[src/rtl/shift_pkg.sv]
// Shared types and helpers for the shift request arbiter.
package shift_pkg;

    typedef enum logic [1:0] {
        SLL = 2'b00,
        SRL = 2'b01,
        SRA = 2'b10,
        ROL = 2'b11
    } shift_op_t;

    localparam int NREQ = 2;

    function automatic int amt_w(input int width);
        return (width > 1) ? $clog2(width) : 1;
    endfunction

endpackage

[src/rtl/barrel_shift_core.sv]
// Combinational log-stage barrel shifter: SLL, SRL, SRA and ROL.
module barrel_shift_core
    import shift_pkg::*;
#(
    parameter int WIDTH = 4,
    localparam int AMT_W = amt_w(WIDTH)
) (
    input  logic [WIDTH-1:0] data,
    input  logic [AMT_W-1:0] amt,
    input  shift_op_t        op,
    output logic [WIDTH-1:0] result
);

    logic [AMT_W:0][WIDTH-1:0] stg;

    // Stage s shifts by 2**s when amt[s] is set.
    always_comb begin
        stg[0] = data;
        for (int s = 0; s < AMT_W; s++) begin
            stg[s+1] = stg[s];
            if (amt[s]) begin
                unique case (op)
                    SLL: stg[s+1] = stg[s] << (1 << s);
                    SRL: stg[s+1] = stg[s] >> (1 << s);
                    SRA: stg[s+1] = $signed(stg[s]) >>> (1 << s);
                    ROL: stg[s+1] = (stg[s] << (1 << s))
                                  | (stg[s] >> (WIDTH - (1 << s)));
                endcase
            end
        end
    end

    assign result = stg[AMT_W];

endmodule

[src/rtl/shift_req_arbiter.sv]
// Two-requester round-robin front end sharing one barrel shifter.
// Optional saturating grant counters when SHIFT_STATS_EN is defined.
module shift_req_arbiter
    import shift_pkg::*;
#(
    parameter int WIDTH = 4,
`ifdef SHIFT_STATS_EN
    parameter int CNT_W = 8,
`endif
    localparam int AMT_W = amt_w(WIDTH)
) (
    input  logic             clk,
    input  logic             rst,
    input  logic [NREQ-1:0]  req_valid,
    output logic [NREQ-1:0]  req_ready,
    input  logic [WIDTH-1:0] req0_data,
    input  logic [AMT_W-1:0] req0_amt,
    input  logic [1:0]       req0_op,
    input  logic [WIDTH-1:0] req1_data,
    input  logic [AMT_W-1:0] req1_amt,
    input  logic [1:0]       req1_op,
    output logic             out_valid,
    input  logic             out_ready,
    output logic [WIDTH-1:0] out_data,
    output logic             out_id,
    output logic             idle
`ifdef SHIFT_STATS_EN
    ,
    output logic [CNT_W-1:0] grant_cnt0,
    output logic [CNT_W-1:0] grant_cnt1
`endif
);

    logic             out_valid_q;
    logic [WIDTH-1:0] out_data_q;
    logic             out_id_q;
    logic             last_gnt_q;

    logic             can_accept;
    logic [NREQ-1:0]  grant;
    logic             accept;
    logic             sel;
    logic [WIDTH-1:0] sh_data;
    logic [AMT_W-1:0] sh_amt;
    shift_op_t        sh_op;
    logic [WIDTH-1:0] sh_res;

    assign can_accept = !out_valid_q | out_ready;

    // On a tie the pointer picks the requester not granted last.
    always_comb begin
        grant = '0;
        if (!rst && can_accept) begin
            unique case (1'b1)
                (req_valid == 2'b11): grant = last_gnt_q ? 2'b01 : 2'b10;
                default:              grant = req_valid;
            endcase
        end
    end

    assign req_ready = grant;
    assign accept    = |grant;
    assign sel       = grant[1];

    assign sh_data = sel ? req1_data : req0_data;
    assign sh_amt  = sel ? req1_amt  : req0_amt;
    assign sh_op   = shift_op_t'(sel ? req1_op : req0_op);

    barrel_shift_core #(.WIDTH(WIDTH)) u_core (
        .data   (sh_data),
        .amt    (sh_amt),
        .op     (sh_op),
        .result (sh_res)
    );

    always_ff @(posedge clk) begin
        if (rst) begin
            out_valid_q <= 1'b0;
            out_data_q  <= '0;
            out_id_q    <= 1'b0;
            last_gnt_q  <= 1'b1;
        end else if (accept) begin
            out_valid_q <= 1'b1;
            out_data_q  <= sh_res;
            out_id_q    <= sel;
            last_gnt_q  <= sel;
        end else if (out_ready) begin
            out_valid_q <= 1'b0;
        end
    end

    assign out_valid = out_valid_q;
    assign out_data  = out_data_q;
    assign out_id    = out_id_q;
    assign idle      = !out_valid_q && (req_valid == '0);

`ifdef SHIFT_STATS_EN
    logic [CNT_W-1:0] cnt0_q;
    logic [CNT_W-1:0] cnt1_q;

    always_ff @(posedge clk) begin
        if (rst) begin
            cnt0_q <= '0;
            cnt1_q <= '0;
        end else begin
            if (grant[0] && cnt0_q != '1) cnt0_q <= cnt0_q + 1'b1;
            if (grant[1] && cnt1_q != '1) cnt1_q <= cnt1_q + 1'b1;
        end
    end

    assign grant_cnt0 = cnt0_q;
    assign grant_cnt1 = cnt1_q;
`endif

endmodule

[config.mk]
export PLATFORM = sky130hd
export DESIGN_NAME = shift_req_arbiter
export DESIGN_NICKNAME = d
export VERILOG_FILES = /design/src/rtl/shift_pkg.sv /design/src/rtl/barrel_shift_core.sv /design/src/rtl/shift_req_arbiter.sv
export SDC_FILE = /design/constraint.sdc
export NUM_CORES = 1
export LEC_CHECK = 0
export ABC_AREA = 1
export CORE_MARGIN = 1.5
export CORE_UTILIZATION = 37
export CTS_CLUSTER_DIAMETER = 50
export DETAILED_ROUTE_END_ITERATION = 10
export GPL_ROUTABILITY_DRIVEN = 0
export PLACE_DENSITY = 0.74
export SYNTH_ARGS = -nofsm -noshare
export SYNTH_HDL_FRONTEND = slang
export SYNTH_HIERARCHICAL = 1
export SYNTH_SLANG_ARGS = --single-unit
export TNS_END_PERCENT = 5
[constraint.sdc]
create_clock -name clk -period 1.7 [get_ports clk]
set_clock_uncertainty 0.1 [all_clocks]
set_input_delay 0.34 -clock clk [delete_from_list [all_inputs] [get_ports clk]]
set_output_delay 0.34 -clock clk [all_outputs]
set_load 0.05 [all_outputs]
### Yosys cells after proc, flatten, opt, wreduce, memory -nomap -nowiden

Index checks and enable logic that the tools add are counted.
Widths: inputs -> output; s select.

* register bits after elaboration: 7
* bits of input ports: 21

* eq/ne operators: 4
* mux-type cells: 12
* bitwise gates (word level): 3
* reductions and logical operators: 8

Operators with widths (number)
* $pmux 4 s4: 2
* $mux 4: 3
* $mux 2: 5
* $eq 2x2->1 const B: 3
* $logic_not 2->1: 2
* $or 4x1->4: 1
* $or 4x2->4: 1
* $eq 2x1->1 const B: 1
* $logic_and 1x1->1: 2
* $logic_not 1->1: 2
* $mux 1: 2
* $reduce_bool 2->1: 1
* $reduce_or 2->1: 1
* $or 1x1->1: 1

### Longest topological paths before layout

Gate-level depths: netlist of the first run.

* depth after elaboration: 11
* depth in mapped cells: 18

### Cells and area by module

Netlist of the first run, hierarchy kept.

Modules (own cells, without submodules)
* shift_req_arbiter: instances 1, cells each 74, area each 464.2 sq um, seq. area each 140.1 sq um
* barrel_shift_core: instances 1, cells each 46, area each 234.0 sq um, seq. area each 0.0 sq um

### Least setup slack after synthesis of the first run

No wires, ideal clock.

* path type: reg-to-output
* from: register out_valid_q, in the netlist out_valid
* to: output port idle
* data arrival time: 1.653 ns
* data required time: 1.260 ns
* setup slack: -0.393 ns
* cell stages (with the launch flop): 2
* path buffers: 0
* cell sequence: dfxtp_1 -> nor3_1

* cells in the longest elaborated chain, start to end: 2

RTL lines
* start, declared: RTL line shift_req_arbiter.sv:34 `logic out_valid_q;`
* start signal, assigned: RTL line shift_req_arbiter.sv:78 `out_valid_q <= 1'b0;`
* start signal, assigned: RTL line shift_req_arbiter.sv:83 `out_valid_q <= 1'b1;`
* start signal, assigned: RTL line shift_req_arbiter.sv:88 `out_valid_q <= 1'b0;`
* $logic_not 1->1: RTL line shift_req_arbiter.sv:95 `assign idle = !out_valid_q && (req_valid == '0);`
* $logic_and 1x1->1: RTL line shift_req_arbiter.sv:95
* end, declared: RTL line shift_req_arbiter.sv:26 `output logic idle`

Every way passes these cells.

### Final worst setup path of the first run

* from: input port rst
* to: register out_data_q[2], in the netlist out_data[2]

* cells in the longest elaborated chain, start to end: 10
* elaborated cells between the ends (all ways): 17

RTL lines
* start, declared: RTL line shift_req_arbiter.sv:13 `input logic rst,`
* $logic_not 1->1 *: RTL line shift_req_arbiter.sv:53 `if (!rst && can_accept) begin`
* $logic_and 1x1->1 *: RTL line shift_req_arbiter.sv:53
* $mux 2 *: RTL line shift_req_arbiter.sv:53
* $mux 2 *: RTL line shift_req_arbiter.sv:67 `assign sh_op = shift_op_t'(sel ? req1_op : req0_op);`
* named net sh_op[0]: RTL line shift_req_arbiter.sv:45 `shift_op_t sh_op;`
* $eq 2x2->1, or another cell as far along: RTL line barrel_shift_core.sv:22 `unique case (op)`
* $pmux 4 s4: RTL line barrel_shift_core.sv:22
* $mux 4: RTL line barrel_shift_core.sv:21 `if (amt[s]) begin`
* $or 4x2->4: RTL line barrel_shift_core.sv:27 `| (stg[s] >> (WIDTH - (1 << s)));`
* $pmux 4 s4: RTL line barrel_shift_core.sv:22
* $mux 4 *: RTL line barrel_shift_core.sv:21
* named net sh_res[2]: RTL line shift_req_arbiter.sv:46 `logic [WIDTH-1:0] sh_res;`
* end signal, assigned: RTL line shift_req_arbiter.sv:84 `out_data_q <= sh_res;`
* end, declared: RTL line shift_req_arbiter.sv:35 `logic [WIDTH-1:0] out_data_q;`

The timed path passes the listed nets; every way through them passes the cells marked *.
A chain may end at the register's enable or synchronous reset.

==> results of run 1 <==
## kinds of logic (layout without fill, tap and decap cells)
family / Yosys count / count (layout)
flip-flops: 7 / 7
buffers and inverters: 20 / 70
AO/OA/AOI/OAI: 8 / 8
AND/OR/NAND/NOR: 85 / 85
## sequential cells by signal (all words and copies together) (netlist names)
signal,flops
out_id,1
out_data,4
out_valid,1
last_gnt_q,1
## worst max-delay path by stage
stage,start,endpoint,slack [ns],cells past startpoint
global route,rst,out_data[2],-0.13,17
global placement,out_ready,out_data[2],-0.57,16
CTS,rst,out_data[2],0.003,17
finish,rst,out_data[2],-0.03,17
detailed placement,req_valid[0],out_data[1],-0.64,16
floorplan,out_valid,out_data[2],-0.39,16
## power breakdown
group          internal, mW  switching, mW
sequential            0.182         0.0113
clock                0.0895         0.0594
combinational         0.192          0.249
total                 0.464          0.320
## cells in the mapped netlist
library cell,instances
sky130_fd_sc_hd__nand2_2,7
sky130_fd_sc_hd__nor2_4,2
sky130_fd_sc_hd__nand2_4,3
sky130_fd_sc_hd__nor2_8,1
sky130_fd_sc_hd__inv_2,4
sky130_fd_sc_hd__or2_2,1
sky130_fd_sc_hd__a21oi_1,4
sky130_fd_sc_hd__nand3_1,13
sky130_fd_sc_hd__o211ai_1,1
sky130_fd_sc_hd__nand3_2,3
sky130_fd_sc_hd__clkinv_1,1
sky130_fd_sc_hd__nor2_1,8
sky130_fd_sc_hd__a21oi_2,1
sky130_fd_sc_hd__buf_6,1
sky130_fd_sc_hd__nand2_1,46
sky130_fd_sc_hd__nor3_1,1
sky130_fd_sc_hd__inv_1,14
sky130_fd_sc_hd__dfxtp_1,7
sky130_fd_sc_hd__o21ai_0,2
## metrics by stage
stage / setup WS [ns] / util (%) / cell area, um2
floorplan: -0.389 / - / 703
global placement: -0.566 / 66.5 / 1160
detailed placement: -0.639 / 66.5 / 1160
CTS: 0.00277 / 73.0 / 1270
global route: -0.130 / 75.1 / 1310
finish: -0.0302 / 75.1 / 1310
## critical path: stages
cell                              delay (ns)
sky130_fd_sc_hd__clkdlybuf4s15_1        0.23
sky130_fd_sc_hd__inv_2                  0.11
sky130_fd_sc_hd__nand2_4                0.07
sky130_fd_sc_hd__nor2_8                 0.15
sky130_fd_sc_hd__nand2_4                0.07
sky130_fd_sc_hd__nand2_4                0.11
sky130_fd_sc_hd__inv_4                  0.05
sky130_fd_sc_hd__nand2_4                0.09
sky130_fd_sc_hd__nand2_4                0.08
sky130_fd_sc_hd__nand2_2                0.06
sky130_fd_sc_hd__nand2_2                0.06
sky130_fd_sc_hd__nand3_2                0.06
sky130_fd_sc_hd__nand2_1                0.05
sky130_fd_sc_hd__nand2_1                0.05
sky130_fd_sc_hd__inv_1                  0.03
sky130_fd_sc_hd__nor2_1                 0.09
sky130_fd_sc_hd__nor2_1                 0.05
## repair_timing
| action | 4_1_cts | 5_1_grt |
|---|---|---|
| resized for setup | 29 | 12 |
| gates cloned | 0 | 0 |
| setup endpoints to repair | 7 | 4 |
| hold buffers | 0 | 0 |
| buffers inserted | 2 | 0 |
| pin swaps | 14 | 16 |
## per-layer routing
| layer | wire, um | part of all wire (%) | vias to the layer above |
|---|---|---|---|
| met3 | 67 | 3.3 | 6 |
| met1 | 941 | 46 | 397 |
| met4 | 23 | 1.1 | 0 |
| met5 | 0 | 0 | - |
| li1 | - | - | 470 |
| met2 | 1030 | 50 | 34 |
## cell type report
type / count / area share (%)
clock buffer: 4 / 2.00
inverter: 19 / 5.73
multi-input combinational: 93 / 44.1
sequential: 7 / 10.9
timing repair buffer: 47 / 34.9
tap: 25 / 2.39
==> flow_metrics.py, run 1 <==
metrics = {
    "detailed_routing": {
        "drt-vias-per-instance": 4.65,
        "detailedRoute.firstPassIterationCount": 4,
        "drcViolationCount": 0,
        "routed_wirelength_mm": 2.06,
        "drt_iter0_drc": 19,
        "routed_wire_length_per_instance_um": 10.6,
        "final_antenna_net_count": 0,
        "detailroute.via_count": 907,
    },
    "synth": {
        "yosys.area_share.adder_pct": 0,
        "synth_area_um2": 698,
        "number_of_synthesis_warnings": 6,
        "synth_seq_cells": 7,
        "netlist_top_cells_area": "sky130_fd_sc_hd__nand2_1, sky130_fd_sc_hd__dfxtp_1, sky130_fd_sc_hd__nand3_1, sky130_fd_sc_hd__inv_1, sky130_fd_sc_hd__nand2_2",
        "net_count_synth": 141,
        "yosys-mux-area-fraction_pct": 0,
        "syn_avg_cell_area_um2": 5.82,
        "synth-xor-area-share_pct": 0,
        "share_of_the_synthesized_area_in_compound_gates_ao_oa_aoi_oai_pct": 6.63,
        "yosysSeqAreaShare_pct": 20.1,
        "synth_top_family_by_area": "simple AND/OR/NAND/NOR gates",
        "synth_largest_area_cell": "sky130_fd_sc_hd__nand2_1",
        "synth_cell_types": 19,
        "post_synth_inst_count": 120,
        "synth_largest_type_area_fraction_pct": 24.7,
        "synth-simple-area-share_pct": 61.5,
    },
    "setup_path": {
        "critPathKind": "in2reg",
        "reg2regPathDepth": 16,
        "r2r_setup_slack_ns": -0.02,
        "critical_path.endpoint_type": "flop",
        "worstReg2RegEnd": "out_data[2]",
        "critical_path.reg2reg.startpoint": "last_gnt_q",
        "crit_path_max_fanout": 6,
        "timing.critical_path.arrival_ns": 1.77,
        "critical_path.startpoint_type": "input port",
        "crit_required_ns": 1.74,
    },
    "clock_tree": {
        "clk_latency_ns": 0.25,
        "numClockSinks": 7,
        "cts_root_buffer": "sky130_fd_sc_hd__clkbuf_4",
        "tritoncts.num_buffers": 3,
        "cts_max_level": 1,
        "tritoncts": "built",
        "clk_pin_slew_ns": 0.05,
        "clockBufferDepth": 2,
    },
    "pwr": {
        "power.static_leakage_nw": 0.703,
        "cellPowerDensity_nw_per_um2": 597,
        "ir_drop_mv": 0.307,
        "fin_total_pwr_mw": 0.783,
    },
    "timing": {
        "worst_slack_ns": -0.0302,
        "period_utilization_post_route_pct": 102,
        "worst_pin_slew_ns": 0.216,
        "slew_headroom_pct": 85.5,
        "setup_violations": 2,
        "fin_hold_ws_ns": 0.343,
        "slew_limit_fails": 0,
        "final_hold_viol_count": 0,
        "unrepaired_setup_endpoints_after_global_routing": "true",
        "post-route-min-period_ns": 1.73,
        "achievable-frequency_mhz": 578,
        "finalSetupTns_ns": -0.0382,
    },
    "final_layout": {
        "syn2layout_area_growth_pct": 87.8,
        "nFillCells": 126,
        "final_nets": 192,
        "area.sequential_um2": 143,
        "num_antenna_cells": 0,
        "layoutNonFillerInstCount": 195,
        "multi_input_comb_area_um2": 578,
        "layout_commonest_cell": "sky130_fd_sc_hd__nand2_1",
        "share_of_post_route_cells_with_drive_strength_above_1_pct": 43.5,
        "layout.cells.most_common_list": "sky130_fd_sc_hd__nand2_1, sky130_fd_sc_hd__buf_4, sky130_fd_sc_hd__clkdlybuf4s50_1",
    },
    "worst_hold_path": {
        "worstHoldPathType": "in2reg",
        "timing.hold.worst_endpoint": "out_valid",
        "worstHoldPathCells": 2,
        "hold_start": "rst",
    },
    "status": {
        "failing_checks": "negative setup slack",
        "status": "complete, but fails checks",
    },
    "global_route": {
        "grt_max_degree": 8,
        "grt.overflow.total": 0,
        "vias_in_the_first_global_route": 837,
        "grt_util_met2_pct": 36.4,
        "grt.busiest_layer": "met2",
        "grt.total_usage_pct": 21.3,
        "grt_pass1_wl_mm": 3.35,
        "gr-usage-met1_pct": 27.4,
        "antenna_found_initial": 0,
        "grt_util_met3_pct": 2.35,
    },
    "floorplanning": {
        "die-height_um": 46.4,
        "core-area_um2": 1750,
        "initial_core_util_pct": 40.0,
        "core.rowCount": 15,
        "die-area_um2": 2160,
        "die_w_um": 46.4,
        "top_level_ports": 30,
    },
    "placement": {
        "dpl.hpwl_mm": 1.53,
        "placement.io_buffers": 29,
        "place.detailed.instances": 189,
    },
    "run": {
        "max_cap_violations": 0,
    },
}
No activity file was read; power rests on OpenSTA's default activity.
==> run 2: changes to the inputs <==
Settings changed: GPL_TIMING_DRIVEN set to 1.
==> results of run 2 <==
No change in the layout: final DEF, timing and power equal those of run 1.
==> run 3: changes to the inputs <==
Settings changed: ABC_AREA 1 to not set, CORE_UTILIZATION 37 to 36, PLACE_DENSITY 0.74 to 0.79.
==> run 3 against run 2 <==
The flow still finishes with violations (negative setup slack). Non-clock buffer count up 11. Setup slack worse by 0.64 ns. Register-to-register slack worse by 0.65 ns. Area after synthesis is 4.3% lower. Utilization shrank 2.1 points. Critical endpoint is now out_data[3].
==> flow_metrics.py, run 3 <==
metrics = {
    "status": {
        "status": "complete, but fails checks",
        "failing_checks": "negative setup slack",
    },
    "floorplanning": {
        "core.rowCount": 15,
        "die_w_um": 46.1,
        "core-area_um2": 1730,
        "top_level_ports": 30,
        "initial_core_util_pct": 38.7,
        "die-area_um2": 2120,
        "die-height_um": 46.1,
    },
    "pwr": {
        "power.static_leakage_nw": 0.565,
        "seqPwrFrac_pct": 25.5,
        "power.internal_mw": 0.475,
        "share_comb_of_total_power_pct": 53.7,
        "cellPowerDensity_nw_per_um2": 589,
        "swShare_pct": 35.9,
        "net_switching_mw": 0.267,
        "clock_power_share_pct": 20.8,
        "ir_drop_mv": 0.406,
    },
    "clock_tree": {
        "clockBufferDepth": 2,
        "numClockSinks": 7,
        "total_of_hold_buffers_inserted_after_clock_tree_synthesis": 0,
        "tritoncts.num_buffers": 3,
        "cts_root_buffer": "sky130_fd_sc_hd__clkbuf_4",
        "clk_latency_ns": 0.25,
        "cts_max_level": 1,
        "clk_pin_slew_ns": 0.06,
        "tritoncts": "built",
    },
    "setup_path": {
        "critPathCapture": "out_data[3]",
        "crit_required_ns": 1.74,
        "crit_path_max_fanout": 6,
        "critical_path.reg2reg.startpoint": "out_valid",
        "crit_path_cell_trace": "nor2b_4 > a2111oi_4 > buf_6 > mux2_4 > xnor2_4 > buf_4 > mux2i_1 > a211oi_2 > a2bb2oi_1 > nand4_1 > nand2_1",
        "slowest_delay_ns": 0.35,
        "critical_path.startpoint": "out_valid",
        "timing.critical_path.arrival_ns": 2.41,
        "cp_slowest_cell": "sky130_fd_sc_hd__mux2_4",
        "critical_path.startpoint_type": "flop",
        "worstReg2RegEnd": "out_data[3]",
        "critPathKind": "reg2reg",
        "critical_path.endpoint_type": "flop",
        "reg2regPathDepth": 11,
        "r2r_setup_slack_ns": -0.67,
    },
    "synth": {
        "share_of_the_synthesized_area_in_compound_gates_ao_oa_aoi_oai_pct": 26.2,
        "synth-simple-area-share_pct": 20.8,
        "post_synth_inst_count": 77,
        "yosysSeqAreaShare_pct": 21.0,
        "synth_top_family_by_area": "compound AO/OA/AOI/OAI gates",
        "net_count_synth": 98,
        "number_of_synthesis_warnings": 6,
        "synth-xor-area-share_pct": 4.12,
        "yosys-mux-area-fraction_pct": 18.2,
        "synth_cell_types": 33,
        "async_reset_ff_share_pct": 0,
        "netlist_top_cells_area": "sky130_fd_sc_hd__dfxtp_1, sky130_fd_sc_hd__mux2_2, sky130_fd_sc_hd__buf_6, sky130_fd_sc_hd__nand2_1, sky130_fd_sc_hd__o211ai_1",
        "synth_enable_flop_cells": 0,
        "synth_largest_area_cell": "sky130_fd_sc_hd__dfxtp_1",
        "synth_largest_type_area_fraction_pct": 21.0,
        "ys.flop_type": "sky130_fd_sc_hd__dfxtp_1",
        "synth_area_um2": 668,
        "syn_avg_cell_area_um2": 8.68,
        "synth_seq_cells": 7,
        "ys_top_cells_by_count": "sky130_fd_sc_hd__mux2_2, sky130_fd_sc_hd__nand2_1, sky130_fd_sc_hd__dfxtp_1",
        "yosys.area_share.adder_pct": 0,
    },
    "timing": {
        "finalSetupTns_ns": -2.73,
        "setup_violations": 6,
        "worst_slack_ns": -0.674,
        "post-route-min-period_ns": 2.37,
        "slew_limit_fails": 0,
        "worst_pin_slew_ns": 0.332,
        "unrepaired_setup_endpoints_after_global_routing": "true",
        "period_utilization_post_route_pct": 140,
        "slew_headroom_pct": 77.8,
        "final_hold_viol_count": 0,
        "achievable-frequency_mhz": 421,
    },
    "detailed_routing": {
        "final_antenna_net_count": 0,
        "detailedRoute.firstPassIterationCount": 4,
        "drcViolationCount": 0,
        "drt-vias-per-instance": 5.14,
        "routed_wirelength_mm": 2.13,
        "drt_iter0_drc": 6,
        "routed_wire_length_per_instance_um": 13.4,
        "detailroute.via_count": 817,
    },
    "final_layout": {
        "final_nets": 156,
        "layout.cells.most_common_list": "sky130_fd_sc_hd__buf_4, sky130_fd_sc_hd__clkdlybuf4s50_1, sky130_fd_sc_hd__nand2_1",
        "layout.cell_area.non_filler_um2": 1260,
        "num_antenna_cells": 0,
        "share_of_post_route_cells_with_drive_strength_above_1_pct": 49.3,
        "largest_register_ffs": 4,
        "syn2layout_area_growth_pct": 88.8,
        "layout_commonest_cell": "sky130_fd_sc_hd__buf_4",
    },
    "global_route": {
        "antenna_found_initial": 0,
        "grt_pass1_wl_mm": 3.15,
        "vias_in_the_first_global_route": 733,
        "grt.overflow.total": 0,
        "grt.total_usage_pct": 20.9,
        "grt_max_degree": 11,
    },
    "placement": {
        "placement.io_buffers": 29,
        "dpl-instance-area_um2": 1150,
        "dpl.hpwl_mm": 1.55,
        "pre_cts_slack_ns": -1.28,
    },
    "worst_hold_path": {
        "worstHoldPathType": "reg2reg",
    },
    "run": {
        "max_cap_violations": 0,
    },
}
[run 3: cell types whose count changed after synthesis, moves of 5 or more]
| cell | delta |
|---|---|
| sky130_fd_sc_hd__mux2_2 | +8 |
| sky130_fd_sc_hd__nand2_1 | -38 |
| sky130_fd_sc_hd__nand3_1 | -12 |
| sky130_fd_sc_hd__nand2_2 | -7 |
| sky130_fd_sc_hd__inv_1 | -8 |
| sky130_fd_sc_hd__nor2_1 | -5 |
[run 3: layout make-up]
class                   instances  area, um2
clock buffers                   4       26.3
fillers                       146        465
inverters                       6       22.5
multi-input cells              59        518
flip-flops and latches          7        144
well taps                      25       31.3
repair buffers                 58        519
[run 3: worst min path at each step]
stage	start	slack, ns	cells after the start	to
2_1_floorplan	rst	0.30	1	out_valid
3_3_place_gp	out_id	0.35	2	out_id
3_5_place_dp	out_data[3]	0.39	2	out_data[3]
4_1_cts	out_data[3]	0.39	2	out_data[3]
5_1_grt	rst	0.42	3	out_valid
6_report	out_data[3]	0.39	2	out_data[3]
[run 3: through the flow]
stage | cells | total power, mW | hold WS, ns | utilization (%)
5_1_grt | 159 | 0.777 | 0.424 | 73.0
3_3_place_gp | 149 | 0.543 | 0.350 | 66.6
2_1_floorplan | 77 | 0.398 | 0.299 | -
3_5_place_dp | 149 | 0.548 | 0.385 | 66.6
4_1_cts | 156 | 0.721 | 0.393 | 70.5
6_report | 159 | 0.742 | 0.388 | 73.0
[run 3: cells by family (layout without fill, tap and decap cells)]
kind of cell | after synthesis | after routing
AOI/OAI and AO/OA | 22 | 22
xor gates and xnor gates | 1 | 1
buffers and inverters | 11 | 68
DFF | 7 | 7
muxes | 11 | 11
and+or+nand+nor | 25 | 25
[run 3: worst max-delay path: cells and delay by family (launching register included)]
kind                      cells  cell delay [ns]
DFF                           1             0.34
and+or+nand+nor               3             0.26
AOI/OAI and AO/OA             3             0.42
muxes                         2             0.62
buffers and inverters         2             0.32
xor gates and xnor gates      1             0.20
[run 3: power groups by stage]
| stage | logic (mW) | clock network [mW] | registers, mW |
|---|---|---|---|
| global placement | 0.351 | 0 | 0.192 |
| floorplan | 0.159 | 0 | 0.240 |
| CTS | 0.371 | 0.161 | 0.189 |
| global route | 0.420 | 0.167 | 0.191 |
| finish | 0.399 | 0.155 | 0.189 |
| detailed placement | 0.356 | 0 | 0.192 |
[run 3: what timing repair did]
| item | CTS | global route |
|---|---|---|
| cloned | 0 | 0 |
| buffers inserted | 3 | 3 |
| endpoints found under the hold margin | 0 | 0 |
| resized for setup | 12 | 7 |
| setup endpoints to repair | 7 | 7 |
| pin swaps | 4 | 5 |
[run 3: metal layers]
metal	routed length (um)	track usage, %	vias up	share of wire (%)
met3	196	4.31	8	9.2
met2	1120	37.5	46	53
li1	-	-	402	-
met4	38	12.0	0	1.8
met1	770	22.1	361	36
met5	0	0	-	0
